==> src/rtl/steer_quad_gen.sv <==
// Steering quadrature generator: left/right requests become a Gray-coded
// {A,B} step stream whose rate ramps up while a direction is held.
module steer_quad_gen #(
  parameter int CLKDIV_MAX = 22500,
  parameter int CLKDIV_MIN = 5625,
  parameter int ACCEL_STEP = 1125,
  parameter int CNT_W      = 16
) (
  input  logic       CLK,
  input  logic       reset,
  input  logic       left,
  input  logic       right,
  output logic [1:0] steer,
  output logic       moving,
  output logic       dir
);

  localparam logic [CNT_W-1:0] PER_MAX = CNT_W'(CLKDIV_MAX);
  localparam logic [CNT_W-1:0] PER_MIN = CNT_W'(CLKDIV_MIN);
  localparam logic [CNT_W-1:0] CNT_TOP = CNT_W'(CLKDIV_MAX - 1);
  localparam logic [CNT_W-1:0] ONE     = CNT_W'(1);
  localparam logic [CNT_W:0]   ACC_X   = (CNT_W+1)'(ACCEL_STEP);
  localparam logic [CNT_W:0]   MIN_X   = (CNT_W+1)'(CLKDIV_MIN);

  typedef enum logic {IDLE, RUN} state_t;

  state_t           state, state_nx;
  logic             l_s1, l_s2, r_s1, r_s2;
  logic             req_r, req_l, req_any;
  logic [CNT_W-1:0] per, per_nx;
  logic [CNT_W-1:0] cnt, cnt_nx;
  logic [CNT_W-1:0] pn;
  logic [CNT_W:0]   sub;
  logic [1:0]       steer_nx, fwd, rev, stepped;
  logic             dir_nx;

  assign req_r   = r_s2 & ~l_s2;
  assign req_l   = l_s2 & ~r_s2;
  assign req_any = req_r | req_l;

  // Gray walk: 00->01->11->10 forward, reverse for left
  assign fwd     = {steer[0], ~steer[1]};
  assign rev     = {~steer[0], steer[1]};
  assign stepped = req_r ? fwd : rev;

  // Extra bit catches underflow before clamping to the minimum period
  assign sub = {1'b0, per} - ACC_X;
  assign pn  = (sub[CNT_W] || sub < MIN_X) ? PER_MIN : sub[CNT_W-1:0];

  always_comb begin
    state_nx = state;
    per_nx   = per;
    cnt_nx   = cnt;
    steer_nx = steer;
    dir_nx   = dir;
    if (!req_any) begin
      state_nx = IDLE;
      per_nx   = PER_MAX;
      cnt_nx   = '0;
    end else if (state == IDLE || req_r != dir) begin
      state_nx = RUN;
      steer_nx = stepped;
      dir_nx   = req_r;
      per_nx   = PER_MAX;
      cnt_nx   = CNT_TOP;
    end else if (cnt == '0) begin
      steer_nx = stepped;
      per_nx   = pn;
      cnt_nx   = pn - ONE;
    end else begin
      cnt_nx   = cnt - ONE;
    end
  end

  always_ff @(posedge CLK or posedge reset) begin
    if (reset) begin
      l_s1   <= 1'b0;
      l_s2   <= 1'b0;
      r_s1   <= 1'b0;
      r_s2   <= 1'b0;
      state  <= IDLE;
      per    <= PER_MAX;
      cnt    <= '0;
      steer  <= 2'b00;
      dir    <= 1'b0;
      moving <= 1'b0;
    end else begin
      l_s1   <= left;
      l_s2   <= l_s1;
      r_s1   <= right;
      r_s2   <= r_s1;
      state  <= state_nx;
      per    <= per_nx;
      cnt    <= cnt_nx;
      steer  <= steer_nx;
      dir    <= dir_nx;
      moving <= (state_nx == RUN);
    end
  end

endmodule

==> config.mk <==
export PLATFORM = sky130hd
export DESIGN_NAME = steer_quad_gen
export DESIGN_NICKNAME = d
export VERILOG_FILES = /design/src/rtl/steer_quad_gen.sv
export SDC_FILE = /design/constraint.sdc
export NUM_CORES = 1
export LEC_CHECK = 0
export BUFFER_PORTS_ARGS = -buffer_cell sky130_fd_sc_hd__buf_2
export CORE_MARGIN = 4
export CORE_UTILIZATION = 39
export CTS_CLUSTER_DIAMETER = 120
export DETAILED_ROUTE_END_ITERATION = 7
export GPL_ROUTABILITY_DRIVEN = 0
export PLACE_DENSITY = 0.53
export REMOVE_ABC_BUFFERS = 1
export SETUP_SLACK_MARGIN = 0.4
export SLEW_MARGIN = 40
export SYNTH_ARGS = -nofsm -noshare
export SYNTH_HDL_FRONTEND = slang
export SYNTH_SLANG_ARGS = --single-unit
==> constraint.sdc <==
create_clock -name CLK -period 9.95 [get_ports CLK]
set_input_delay 0 -clock CLK [delete_from_list [all_inputs] [get_ports CLK]]
set_output_delay 0 -clock CLK [all_outputs]
set_load 0.02 [all_outputs]
== After elaboration in Yosys (flattened, before gate mapping) ==
Cells that the tools add are included.

* Add/subtract/negate cells: 3
* $lt $le $gt $ge: 1
* Eq/ne operators: 3
* Multiplexer cells: 12
* Bitwise operators: 8
* Reductions and logical operators: 6

{| class="wikitable"
|+ Operators with widths
! operator !! number
|-
| two-way mux 16 bit || 7
|-
| subtractor 16 x 1 -> 16 bit (second input constant) || 2
|-
| less-than comparator 17 x 13 -> 1 bit (second input constant) || 1
|-
| subtractor 16 x 11 -> 17 bit (second input constant) || 1
|-
| logical NOT 16 bit || 1
|-
| two-way mux 2 bit || 3
|-
| NOT 1 bit || 5
|-
| AND reduction 2 bit || 2
|-
| inequality test 3 x 1 -> 1 bit (second input constant) || 1
|-
| bitwise AND 1 bit || 2
|-
| logical OR 1 bit || 2
|-
| two-way mux 1 bit || 2
|-
| inequality test 2 x 1 -> 1 bit (second input constant) || 1
|-
| nonzero test 2 bit || 1
|-
| inequality test 1 bit || 1
|-
| bitwise OR 1 bit || 1
|}

* Register bits: 40
* Output and inout port bits: 4

== Depth between registers and ports, before layout ==
* Depth after elaboration: 8
* Depth in mapped cells: 19
* Mapped depth without buffers: 16

== Least setup slack after synthesis ==
No wires, ideal clock.

* Path kind: reg2reg
* From: register per[0]
* To: register cnt[14]
* Arrival time: 3.830 ns
* Required time: 9.851 ns
* Setup slack: 6.021 ns
* Stages on the path, launching flop included: 19
* Clock period less this slack: 3.929 ns
* Path through: dfrtp_1 clkbuf_1 inv_1 ha_1 nand2b_1 or4_4 a211oi_2 o2111ai_2 a21o_1 a21oi_1 a21oi_1 nor2_1 ha_1 nand2_1 a21oi_2 and3_1 buf_6 nand2_4 a311oi_1

* Longest elaborated chain between the ends: 8

{| class="wikitable"
|+ RTL lines
! element !! RTL line !! source
|-
| start, declared || 30 || <nowiki>logic [CNT_W-1:0] per, per_nx;</nowiki>
|-
| start signal, assigned || 93 || <nowiki>per <= per_nx;</nowiki>
|-
| subtractor 16 x 11 -> 17 bit * || 47 || <nowiki>assign sub = {1'b0, per} - ACC_X;</nowiki>
|-
| less-than comparator 17 x 13 -> 1 bit || 48 || <nowiki>assign pn = (sub[CNT_W] || sub < MIN_X) ? PER_MIN : sub[CNT_W-1:0];</nowiki>
|-
| logical OR 1 bit || 48 ||
|-
| two-way mux 16 bit * || 48 ||
|-
| subtractor 16 x 1 -> 16 bit * || 69 || <nowiki>cnt_nx = pn - ONE;</nowiki>
|-
| two-way mux 16 bit * || 66 || <nowiki>end else if (cnt == '0) begin</nowiki>
|-
| two-way mux 16 bit * || 60 || <nowiki>end else if (state == IDLE || req_r != dir) begin</nowiki>
|-
| two-way mux 16 bit * || 56 || <nowiki>if (!req_any) begin</nowiki>
|-
| net cnt_nx[14] || 31 || <nowiki>logic [CNT_W-1:0] cnt, cnt_nx;</nowiki>
|-
| end signal, assigned || 94 || <nowiki>cnt <= cnt_nx;</nowiki>
|-
| end, declared || 31 ||
|}

The timed path passes the listed nets; every way through them passes the cells marked *.
A chain may end at the register's enable or synchronous reset.

== Final worst setup path ==
* From: register per[0]
* To: register cnt[8]

Same word-level chain as after synthesis.

==> impl_metrics.csv <==
group,metric,value,unit
run_status,status,"completed",
timing,holdWs,0.337,ns
clock_tree,postCtsSetupRepairBufs,0,
die,rows,31,
job,cap_violations,0,
setup_path,ff2ff_setup_slack,5.04,ns
routing,first_pass_iters,5,
clock_tree,clk_latency,0.30,ns
clock_tree,htree_levels,2,
cells_and_area,stdcell_area,3120,sq um
global_route,met1_usage,0.269,
clock_tree,numCtsBuffers,5,
timing,worst_pin_slew,0.802,ns
cells_and_area,antenna-diode-count,0,
cells_and_area,drive_gt1_frac,0.129,
setup_path,cp.arrival,5.12,ns
logic_synthesis,synth_edf_count,0,
clock_tree,ctsHoldBuffers,3,
logic_synthesis,synthArstFlopShare,1.00,
timing,fmax,204,MHz
routing,totalWireLength,8.23,mm
placed_design,dp_slack,5.23,ns
timing,fin_ws,5.04,ns
placed_design,io_buffers,7,
global_route,gr-usage-met3,0.0321,
setup_path,path_class,"flop to flop",
clock_tree,clock-sinks,40,
timing,finalMaxSlewViolations,0,
timing,setup_viol,0,
timing,finalCriticalPeriod,4.91,ns
logic_synthesis,yosys_warnings,0,
cells_and_area,stdcell_count,447,
die,die_area,8850,sq um
global_route,grt_pass1_vias,2749,
logic_synthesis,synthFlopType,"dfrtp_1",
setup_path,crit_fanout,8,
setup_path,worstPathRequired,10.15,ns
die,die-width,94.1,microns
routing,drc,0,
setup_path,end_kind,"flop",
power,power.density,140,nW/um^2
timing,fin_tns_setup,0,ns
timing,period_share,0.494,
cells_and_area,nNetsFinal,354,
global_route,busiest_layer,"met2",
hold_path,min_path_type,"input port to flop",
global_route,gr-total-overflow,0,
cells_and_area,fill_cells,735,
power,ir_drop,0.0879,mV
power,total_power,0.435,mW
cells_and_area,area_delta_synth_final,7.84,%
global_route,grt_usage,0.200,
die,core_area,7210,sq um
logic_synthesis,ys_seq_area_frac,0.350,
die,initial_utilization,0.400,
clock_tree,clk_pin_slew,0.09,ns
logic_synthesis,netlist_instances,347,
timing,clock_skew,0.00641,ns
global_route,antenna_found_initial,0,
die,die_h,94.1,microns
global_route,grt_pass1_wl,14.0,mm
timing,slew_headroom,0.464,
clock_tree,cts_resized,0,
routing,drtIter0Drc,187,
global_route,grt_max_degree,41,
cells_and_area,layout_commonest_cell,"a21oi_1",
timing,hold_viol,0,
timing,rsz0062_at_grt,"no",
logic_synthesis,ys_ff_latch,40,
placed_design,placed_cells,436,
logic_synthesis,netlist_area,2890,sq um
power,p_leak,1.24,nW
die,num_io_pins,8,
setup_path,start_kind,"flop",
clock_tree,clockRootBuffer,"clkbuf_8",
routing,routed-via-count,2737,
clock_tree,cts_tree,"done",
placed_design,dpl-instance-area,2970,sq um
clock_tree,clockBufferDepth,2,
routing,wire_per_inst,18.4,microns
global_route,use_met2,0.318,
cells_and_area,final_core_util,0.432,
placed_design,hpwl,5.83,mm
logic_synthesis,avgSynthCellArea,8.33,sq um
logic_synthesis,ys_types,68,
cells_and_area,final_cell_mix,"a21oi_1, nor2_1, nand2_1, dfrtp_1, o21ai_0",
routing,antenna_left,0,
routing,viasPerCell,6.12,
-- power by group --
part | internal (mW) | switching [mW]
sequential | 0.177 | 0.0117
clock | 0.0743 | 0.0651
combinational | 0.0410 | 0.0658
-- flip-flops by register name, summed over array words and instances (netlist names) --
register / flops
cnt: 16
dir: 1
r_s1: 1
steer: 2
state: 1
l_s1: 1
per: 16
r_s2: 1
l_s2: 1
-- cell type report --
type	count	area (sq um)	area share
Multi-Input combinational cell	280	1760	0.564
Sequential cell	40	1010	0.325
Tap cell	99	124	0.0398
Timing Repair Buffer	12	80.1	0.0257
Clock buffer	5	68.8	0.0221
Clock inverter	3	42.5	0.0137
Inverter	8	30.0	0.00964
-- synthesized netlist by cell type, types with 5 or more instances --
master / number / area [sq um]
nand2_1: 31 / 116
a211oi_1: 5 / 37.5
and2_1: 7 / 43.8
nor4_1: 5 / 31.3
xnor2_1: 9 / 78.8
inv_1: 8 / 30.0
nand4_1: 6 / 37.5
or3_1: 6 / 37.5
a31oi_1: 8 / 50.1
o211ai_1: 7 / 52.6
a21oi_1: 38 / 190
nor2_1: 32 / 120
o21ai_0: 18 / 90.1
xor2_1: 5 / 43.8
nand3_1: 6 / 30.0
dfstp_2: 9 / 236
o21a_1: 5 / 37.5
nor3_1: 13 / 65.1
clkbuf_1: 13 / 48.8
dfrtp_1: 31 / 776
-- logic make-up (layout without fill, tap and decap cells) --
family | Yosys count | in the layout | synth area share
fa+ha+maj | 3 | 3 | 0.0130
xor+xnor | 14 | 14 | 0.0424
compound gates | 123 | 123 | 0.282
buf+inv | 27 | 28 | 0.0420
flops | 40 | 40 | 0.350
mux | 5 | 5 | 0.0182
simple gates | 135 | 135 | 0.252
-- worst max-delay path, stage by stage (launching register included) --
cell and delay [ns]:
dfrtp_1 0.49, inv_1 0.09, ha_1 0.29, nand2b_1 0.27
a211oi_1 0.58, a211oi_1 0.21, a21oi_1 0.56, a21oi_1 0.24
o21ai_1 0.62, nor2_1 0.14, nor2_1 0.14, ha_1 0.22
nand2_1 0.08, a21oi_2 0.12, and3_1 0.37, a21oi_1 0.11
a311oi_1 0.27
-- final timing paths --
check                           cells after the start       to  startpoint
worst max-delay path                               16   cnt[8]      per[0]
worst min-delay path                                2     l_s1        left
worst max register to register                     16   cnt[8]      per[0]
worst min register to register                      0     l_s2        l_s1
max in group asynchronous                           4  per[14]       reset
min in group asynchronous                           4   per[3]       reset
-- per-layer routing --
| layer | wire length, microns | vias up |
|---|---|---|
| met2 | 3850 | 86 |
| li1 | - | 1300 |
| met5 | 0 | - |
| met1 | 3800 | 1332 |
| met3 | 351 | 19 |
| met4 | 238 | 0 |
(Power assumes the default switching activity.)
